### config.mk
export PLATFORM = sky130hd
export DESIGN_NAME = alu_responder
export DESIGN_NICKNAME = d
export VERILOG_FILES = /design/src/rtl/alu_pkg.sv /design/src/rtl/alu_rsp_fifo.sv /design/src/rtl/alu_responder.sv
export SDC_FILE = /design/constraint.sdc
export NUM_CORES = 1
export LEC_CHECK = 0
export CAP_MARGIN = 40
export CORE_MARGIN = 5
export CORE_UTILIZATION = 45
export DETAILED_ROUTE_END_ITERATION = 8
export PLACE_DENSITY = 0.71
export SLEW_MARGIN = 20
export SYNTH_ARGS = -nofsm -noshare
export SYNTH_HDL_FRONTEND = slang
export SYNTH_HIERARCHICAL = 1
export SYNTH_SLANG_ARGS = --single-unit
### constraint.sdc
create_clock -name clk -period 6.2 [get_ports clk]
set_input_delay 1.86 -clock clk [delete_from_list [all_inputs] [get_ports clk]]
set_output_delay 1.86 -clock clk [all_outputs]
set_load 0.01 [all_outputs]
### src/rtl/alu_pkg.sv
`default_nettype none
// +----------------------------------------------------------------------------+
// | alu_pkg: opcode encoding, response record and buffer occupancy states       |
// | Revision: 1.0                                                              |
// +----------------------------------------------------------------------------+
package alu_pkg;

  localparam int OP_W = 3;

  localparam logic [OP_W-1:0] OP_AND  = 3'b000;
  localparam logic [OP_W-1:0] OP_OR   = 3'b001;
  localparam logic [OP_W-1:0] OP_XOR  = 3'b010;
  localparam logic [OP_W-1:0] OP_NOTA = 3'b011;
  localparam logic [OP_W-1:0] OP_ADD  = 3'b100;
  localparam logic [OP_W-1:0] OP_SUB  = 3'b101;
  localparam logic [OP_W-1:0] OP_SLTU = 3'b110;
  localparam logic [OP_W-1:0] OP_ILL  = 3'b111;

  // Widest supported datapath; narrower results are zero-extended into the record.
  localparam int ALU_WMAX = 32;

  typedef struct packed {
    logic [ALU_WMAX-1:0] result;
    logic                carry;
    logic                zero;
    logic                err;
  } alu_rsp_t;

  typedef enum logic [1:0] {
    OCC_EMPTY   = 2'd0,
    OCC_PARTIAL = 2'd1,
    OCC_FULL    = 2'd2
  } occ_state_e;

endpackage
`default_nettype wire

### src/rtl/alu_rsp_fifo.sv
`default_nettype none
// +----------------------------------------------------------------------------+
// | alu_rsp_fifo: DEPTH-entry response buffer with EMPTY/PARTIAL/FULL tracking  |
// | Revision: 1.0                                                              |
// +----------------------------------------------------------------------------+
module alu_rsp_fifo
  import alu_pkg::*;
#(
  parameter int DEPTH = 2
) (
  input  logic     clk,
  input  logic     rst,
  input  logic     push_i,
  input  alu_rsp_t data_i,
  input  logic     pop_i,
  output alu_rsp_t data_o,
  output logic     full_o,
  output logic     empty_o
);

  localparam int AW = (DEPTH > 1) ? $clog2(DEPTH) : 1;
  localparam int CW = $clog2(DEPTH) + 1;

  logic [AW-1:0] wr_ptr_q, wr_ptr_d;
  logic [AW-1:0] rd_ptr_q, rd_ptr_d;
  logic [CW-1:0] occ_q, occ_d;
  occ_state_e    state_q, state_d;
  alu_rsp_t      mem_q [DEPTH];
  logic          push_ok;
  logic          pop_ok;

  function automatic logic [AW-1:0] ptr_inc(input logic [AW-1:0] p);
    return (p == AW'(DEPTH - 1)) ? '0 : p + AW'(1);
  endfunction

  assign push_ok = push_i && (state_q != OCC_FULL);
  assign pop_ok  = pop_i  && (state_q != OCC_EMPTY);

  always_comb begin
    wr_ptr_d = wr_ptr_q;
    rd_ptr_d = rd_ptr_q;
    occ_d    = occ_q;
    state_d  = state_q;
    if (push_ok) wr_ptr_d = ptr_inc(wr_ptr_q);
    if (pop_ok)  rd_ptr_d = ptr_inc(rd_ptr_q);
    case ({push_ok, pop_ok})
      2'b10:   occ_d = occ_q + CW'(1);
      2'b01:   occ_d = occ_q - CW'(1);
      default: occ_d = occ_q;
    endcase
    case (state_q)
      OCC_EMPTY: begin
        if (push_ok) state_d = (DEPTH == 1) ? OCC_FULL : OCC_PARTIAL;
      end
      OCC_PARTIAL: begin
        if (push_ok && !pop_ok && (occ_q == CW'(DEPTH - 1)))
          state_d = OCC_FULL;
        else if (pop_ok && !push_ok && (occ_q == CW'(1)))
          state_d = OCC_EMPTY;
      end
      OCC_FULL: begin
        if (pop_ok) state_d = (DEPTH == 1) ? OCC_EMPTY : OCC_PARTIAL;
      end
      default: state_d = OCC_EMPTY;
    endcase
  end

  always_ff @(posedge clk) begin
    if (rst) begin
      wr_ptr_q <= '0;
      rd_ptr_q <= '0;
      occ_q    <= '0;
      state_q  <= OCC_EMPTY;
    end else begin
      wr_ptr_q <= wr_ptr_d;
      rd_ptr_q <= rd_ptr_d;
      occ_q    <= occ_d;
      state_q  <= state_d;
    end
  end

  // Storage needs no reset: entries are only observed while occupancy is non-zero.
  always_ff @(posedge clk) begin
    if (push_ok) mem_q[wr_ptr_q] <= data_i;
  end

  assign data_o  = mem_q[rd_ptr_q];
  assign full_o  = (state_q == OCC_FULL);
  assign empty_o = (state_q == OCC_EMPTY);

endmodule
`default_nettype wire

### src/rtl/alu_responder.sv
`default_nettype none
// +----------------------------------------------------------------------------+
// | alu_responder: valid/ready ALU with buffered registered responses          |
// | Optional ALU_RSP_COUNT_EN adds the 8-bit completed-response counter.       |
// | Revision: 1.0                                                              |
// +----------------------------------------------------------------------------+
module alu_responder
  import alu_pkg::*;
#(
  parameter int WIDTH = 4,
  parameter int DEPTH = 2
) (
  input  logic             clk,
  input  logic             rst,
  input  logic             req_valid,
  output logic             req_ready,
  input  logic [OP_W-1:0]  req_op,
  input  logic [WIDTH-1:0] req_a,
  input  logic [WIDTH-1:0] req_b,
  output logic             rsp_valid,
  input  logic             rsp_ready,
  output logic [WIDTH-1:0] rsp_result,
  output logic             rsp_carry,
  output logic             rsp_zero,
  output logic             rsp_err,
  output logic [7:0]       rsp_count
);

  logic             fifo_full;
  logic             fifo_empty;
  logic             push;
  logic             pop;
  alu_rsp_t         rsp_d;
  alu_rsp_t         rsp_head;
  logic [WIDTH-1:0] res;
  logic [WIDTH:0]   sum;
  logic [WIDTH:0]   diff;
  logic             carry;
  logic             err;
  logic             a_lt_b;

  always_comb begin
    sum    = {1'b0, req_a} + {1'b0, req_b};
    diff   = {1'b0, req_a} - {1'b0, req_b};
    a_lt_b = (req_a < req_b);
    res    = '0;
    carry  = 1'b0;
    err    = 1'b0;
    case (req_op)
      OP_AND:  res = req_a & req_b;
      OP_OR:   res = req_a | req_b;
      OP_XOR:  res = req_a ^ req_b;
      OP_NOTA: res = ~req_a;
      OP_ADD:  begin res = sum[WIDTH-1:0];  carry = sum[WIDTH]; end
      OP_SUB:  begin res = diff[WIDTH-1:0]; carry = a_lt_b;     end
      OP_SLTU: res = {{(WIDTH-1){1'b0}}, a_lt_b};
      OP_ILL:  err = 1'b1;
    endcase
    rsp_d        = '0;
    rsp_d.result = ALU_WMAX'(res);
    rsp_d.carry  = carry;
    rsp_d.zero   = (res == '0);
    rsp_d.err    = err;
  end

  assign req_ready = !fifo_full;
  assign push      = req_valid && req_ready;
  assign rsp_valid = !fifo_empty;
  assign pop       = rsp_valid && rsp_ready;

  alu_rsp_fifo #(
    .DEPTH (DEPTH)
  ) u_fifo (
    .clk     (clk),
    .rst     (rst),
    .push_i  (push),
    .data_i  (rsp_d),
    .pop_i   (pop),
    .data_o  (rsp_head),
    .full_o  (fifo_full),
    .empty_o (fifo_empty)
  );

  // Fields read as zero while nothing is buffered, matching the reset view.
  assign rsp_result = rsp_valid ? rsp_head.result[WIDTH-1:0] : '0;
  assign rsp_carry  = rsp_valid && rsp_head.carry;
  assign rsp_zero   = rsp_valid && rsp_head.zero;
  assign rsp_err    = rsp_valid && rsp_head.err;

  generate
    if (WIDTH < ALU_WMAX) begin : g_head_hi
      logic unused_head_hi;
      assign unused_head_hi = |rsp_head.result[ALU_WMAX-1:WIDTH];
    end
  endgenerate

`ifdef ALU_RSP_COUNT_EN
  logic [7:0] count_q, count_d;

  always_comb begin
    count_d = count_q;
    if (pop) count_d = count_q + 8'd1;
  end

  always_ff @(posedge clk) begin
    if (rst) count_q <= 8'd0;
    else     count_q <= count_d;
  end

  assign rsp_count = count_q;
`else
  assign rsp_count = 8'd0;
`endif

endmodule
`default_nettype wire

==> metrics.txt <==
status complete, no violations; Place WS 1.90 ns; worst skew pair latency 0.29 ns; syn_area_per_cell 10.2 um2; CP max FO 6; RSZ-0062 raised after global routing false; maximum clock frequency 249 MHz; Tot GR Track Use 11.8%; R2R Setup Slk 4.22 ns; Die Ht 69.2 um; Max Slew Vio Count 0; layout cells sized above 1 13.2%; # port buffers 23; Critical Path Slowest Stage Cell clkdlybuf4s50_1; CTS H-Tree Depth 1; final setup fails 0; Setup WS post-layout 2.18 ns; Routed WL per cell 12.5 um; CTS Buf Count 3; Initial Util 46.9%; CTS resizes 0; final setup skew 0.00575 ns; Crit. End Element flip-flop; largest net degree at the start of global routing 17; Synth Cell Area 0.00158 mm2; PD cells 182 mW/mm2; internal power 0.000240 W; Comb pwr share 30.5%; CTS Buffer Depth 2; # fillers 330; Die W 69.2 um; final instance area 0.00182 mm2; GP Congestion 0.859; setup TNS 0 ns; max-capacitance violation count 0; crit path DAT 4.13 ns; clock power share 18.8%; slew margin rel. 59.2%; Root Buffer Master clkbuf_4; CTS tree built; I/O pin total 32; die area 0.00479 mm2; Switching Share 27.7%; post-DP HPWL 2300 um; WS Path Type input pin to flip-flop; area of the multi-input gates 851 um2; first-pass GRT wire length 4680 um; final wirelength 2750 um; DRT Pass-1 Iters 4; number of global-route vias before repair 1102; Final ANT Viol Nets 0; Leak 0.790 nW; sequential fraction of design power 50.7%; clk sinks 21; Slew @ Worst Pin 0.610 ns; critical path cell sequence clkdlybuf4s50_1 > inv_1 > ha_1 > a21oi_1 > o21ai_2 > mux2_2 > a311o_1 > nor4_2; Layout area overhead 15.5%; Clock transition at path regs 0.11 ns; Core Box Area 0.00336 mm2; area post-placement 0.00180 mm2; Psw 0.0000919 W; Final Hold Fails 0; crit path launch type input pin; Post-CTS Hold Buffers 0; Vias per Instance 4.86; Hold WC Path Type flip-flop to flip-flop; Period minus WS final 4.02 ns; WP data required 6.31 ns; CP peak stage delay 0.63 ns; final worst path period share 64.8%; remaining routing DRC violations 0; routed via count 1070; # diodes 0; register area 561 um2; Cells after Synth 155; GR Overflow Total 0; antenna violations before repair 0; 1st-iter DRT viols 15; maximum vdd drop 66.3 uV; # Post-CTS Setup Buffers 0; YS warnings 6; Rows 21; nets@finish 207
-- power groups by stage --
stage / combinational, W / clock, W / sequential (W)
6_report: 0.000101 / 0.0000623 / 0.000168
5_1_grt: 0.000112 / 0.0000724 / 0.000170
3_3_place_gp: 0.0000979 / 0 / 0.000171
4_1_cts: 0.000102 / 0.0000645 / 0.000169
2_1_floorplan: 0.0000735 / 0 / 0.000170
3_5_place_dp: 0.000102 / 0 / 0.000172
-- layer usage --
| metal | GRT usage, % | up-vias | part of all wire (%) |
|---|---|---|---|
| li1 | - | 545 | - |
| met1 | 13.1 | 497 | 41 |
| met3 | 0.870 | 4 | 3.5 |
| met4 | 5.86 | 0 | 1.3 |
| met5 | 0 | - | 0 |
| met2 | 22.4 | 24 | 54 |
-- cells in the final DEF (no fill, tap or decap), types with 3 or more instances in the layout --
master,instances
nor2b_1,9
nor2_1,9
xnor2_1,3
mux2i_1,3
clkdlybuf4s50_1,23
clkbuf_4,3
dfxtp_1,7
a21oi_1,5
mux2_2,8
ha_1,15
nor3_1,4
nand2_1,4
o211ai_1,3
conb_1,8
edfxtp_1,14
inv_1,24
-- layout make-up --
| type | instances | area share, % |
|---|---|---|
| multi-input cells | 100 | 46.7 |
| flip-flops and latches | 21 | 30.7 |
| repair buffers | 23 | 12.6 |
| inverters | 26 | 5.35 |
| well taps | 46 | 3.16 |
| clock buffers | 4 | 1.44 |
-- metrics by stage --
stage,util [%],std cells,hold slack [ns],total power (W)
3_3_place_gp,53.4,216,0.468,0.000269
3_5_place_dp,53.4,216,0.483,0.000274
2_1_floorplan,-,162,0.458,0.000243
6_report,54.2,220,0.510,0.000332
5_1_grt,54.2,220,0.554,0.000354
4_1_cts,54.2,220,0.502,0.000335
-- state kept, by name, indices dropped and copies added (netlist names), named ones only --
| register | flops |
|---|---|
| u_fifo/mem_q | 14 |
| u_fifo/occ_q | 2 |
| u_fifo/state_q | 2 |
| u_fifo/rd_ptr_q | 1 |
| u_fifo/wr_ptr_q | 1 |
-- critical path, delay by kind of cell --
family	cells	cell delay, ns
AO/OA/AOI/OAI	3	0.59
adder cells (fa/ha/maj)	1	0.33
buffers and inverters	2	0.72
multiplexers	1	0.34
AND/OR/NAND/NOR	1	0.29
-- worst paths after layout --
path	endpoint	cells past startpoint	from
max	u_fifo/mem_q[0][1]	8	req_a[1]
min	u_fifo/wr_ptr_q	2	u_fifo/wr_ptr_q
max reg2reg	u_fifo/occ_q[1]	7	u_fifo/state_q[1]
min reg2reg	u_fifo/wr_ptr_q	2	u_fifo/wr_ptr_q
Note: power is estimated with default switching activity, not from simulation.
==> RTL change: new RTL, config.mk and constraints unchanged <==
Add a define of `ALU_RSP_COUNT_EN`.
--- a/src/rtl/alu_responder.sv
+++ b/src/rtl/alu_responder.sv
@@ -5,4 +5,6 @@
 // | Revision: 1.0                                                              |
 // +----------------------------------------------------------------------------+
+`define ALU_RSP_COUNT_EN
+
 module alu_responder
   import alu_pkg::*;
Function: changed (a bounded check fails within 4 cycles, from zero or initial values and one cycle with rst high).
==> RTL change against the original RTL <==
Area after synthesis up 20%; wire length is 25% higher; sequential share of layout area is 0.83 points higher; final cell count rose by 20%; design area increased by 25%; total power up 42%; global-route usage is 2.3 points higher; clock power increased by 130%; worst setup slack gained 94 ps; sequential cell count is 8 higher; critical endpoint is now u_fifo/mem_q[1][1]$_DFFE_PP_.
==> RTL change: results (changes against the original RTL) <==
FINAL.SETUP_SKEW_PS=6.38  # +0.627 ps
ROUTE.DETAILED.VIAS_PER_INST=5.20  # +7.0%
RRSETUPSLACK_PS=3850  # -370 ps
STATUS='complete, no violations'
GRTUSAGETOTAL_PCT=14.1  # +2.3 points
FILLER_CELL_COUNT=364  # +10%
WORST_SKEW_PAIR.LATE_LATENCY_PS=270  # -20 ps
INT_PWR_mW=0.349  # +45%
FINAL_NETS=247  # +19%
WORST-SLEW-PIN-TRANSITION_PS=723  # +113 ps
GRT_START_MAX_NET_PINS=20  # +3
FIRST_GLOBAL_VIAS=1319  # +20%
POSTSYNTHCELLCOUNT=186  # +20%
DETAILEDPLACE.WORSTSLACK_PS=2010  # +108 ps
PLACE.GP.CONGESTION=0.837  # -2.6%
P_LEAK_nW=0.936  # +19%
MAX-VDD-IR-DROP_uV=99.7  # +50%
PLACE_INST=257  # +19%
POWER.COMBINATIONAL.TOTAL_mW=0.105  # +4%
PORT_BUFFERS=31  # +35%
TOTALWIRELENGTH_UM=3430  # +25%
PWR.GROUP.CLOCK_mW=0.143  # +130%
CTS_BUFFERS=5  # +2
WL_PER_CELL_UM=12.9  # +3.6%
CLK_PIN_SLEW_PS=50  # -60 ps
DRT-INITIAL-DRC-COUNT=83  # +68
CLOCK_TREE.ROOT_CELL='sky130_fd_sc_hd__clkbuf_8'
FIN_WORST_HOLD_SLACK_PS=488  # -21.6 ps
CRIT_PATH_MAX_INCR_DELAY_PS=520  # -110 ps
CRITICAL_PATH.TOP_DELAY_FAMILY='compound AO/OA/AOI/OAI gates'
CLOCK.FMAX_MHz=255  # +2.4%
H-TREE-DEPTH=2  # +1
LAYOUT-DRIVE-GT1-SHARE_PCT=12.1  # -1.1 points
-- RTL change: layout make-up --
cell class / instances / area (um2) / area share [%]
inverter: 24 / 90.1 / 3.95
timing repair buffer: 31 / 310 / 13.6
multi-input combinational: 123 / 1020 / 44.6
clock buffer: 8 / 80.1 / 3.51
sequential: 29 / 721 / 31.6
tap: 50 / 62.6 / 2.74
-- RTL change: per-layer routing --
layer / track usage (%) / routed length, um
met1: 17.4 / 1510
met2: 23.2 / 1700
met3: 4.14 / 181
met4: 5.34 / 33
met5: 0 / 0
-- RTL change: path summary, 6_finish.rpt --
path                                    end  cells after the start
max            u_fifo/mem_q[1][1]$_DFFE_PP_                      8
min reg2reg    u_fifo/wr_ptr_q$_SDFFE_PP0P_                      2
max reg2reg  u_fifo/state_q[0]$_SDFFE_PP0P_                      7
min            u_fifo/wr_ptr_q$_SDFFE_PP0P_                      2
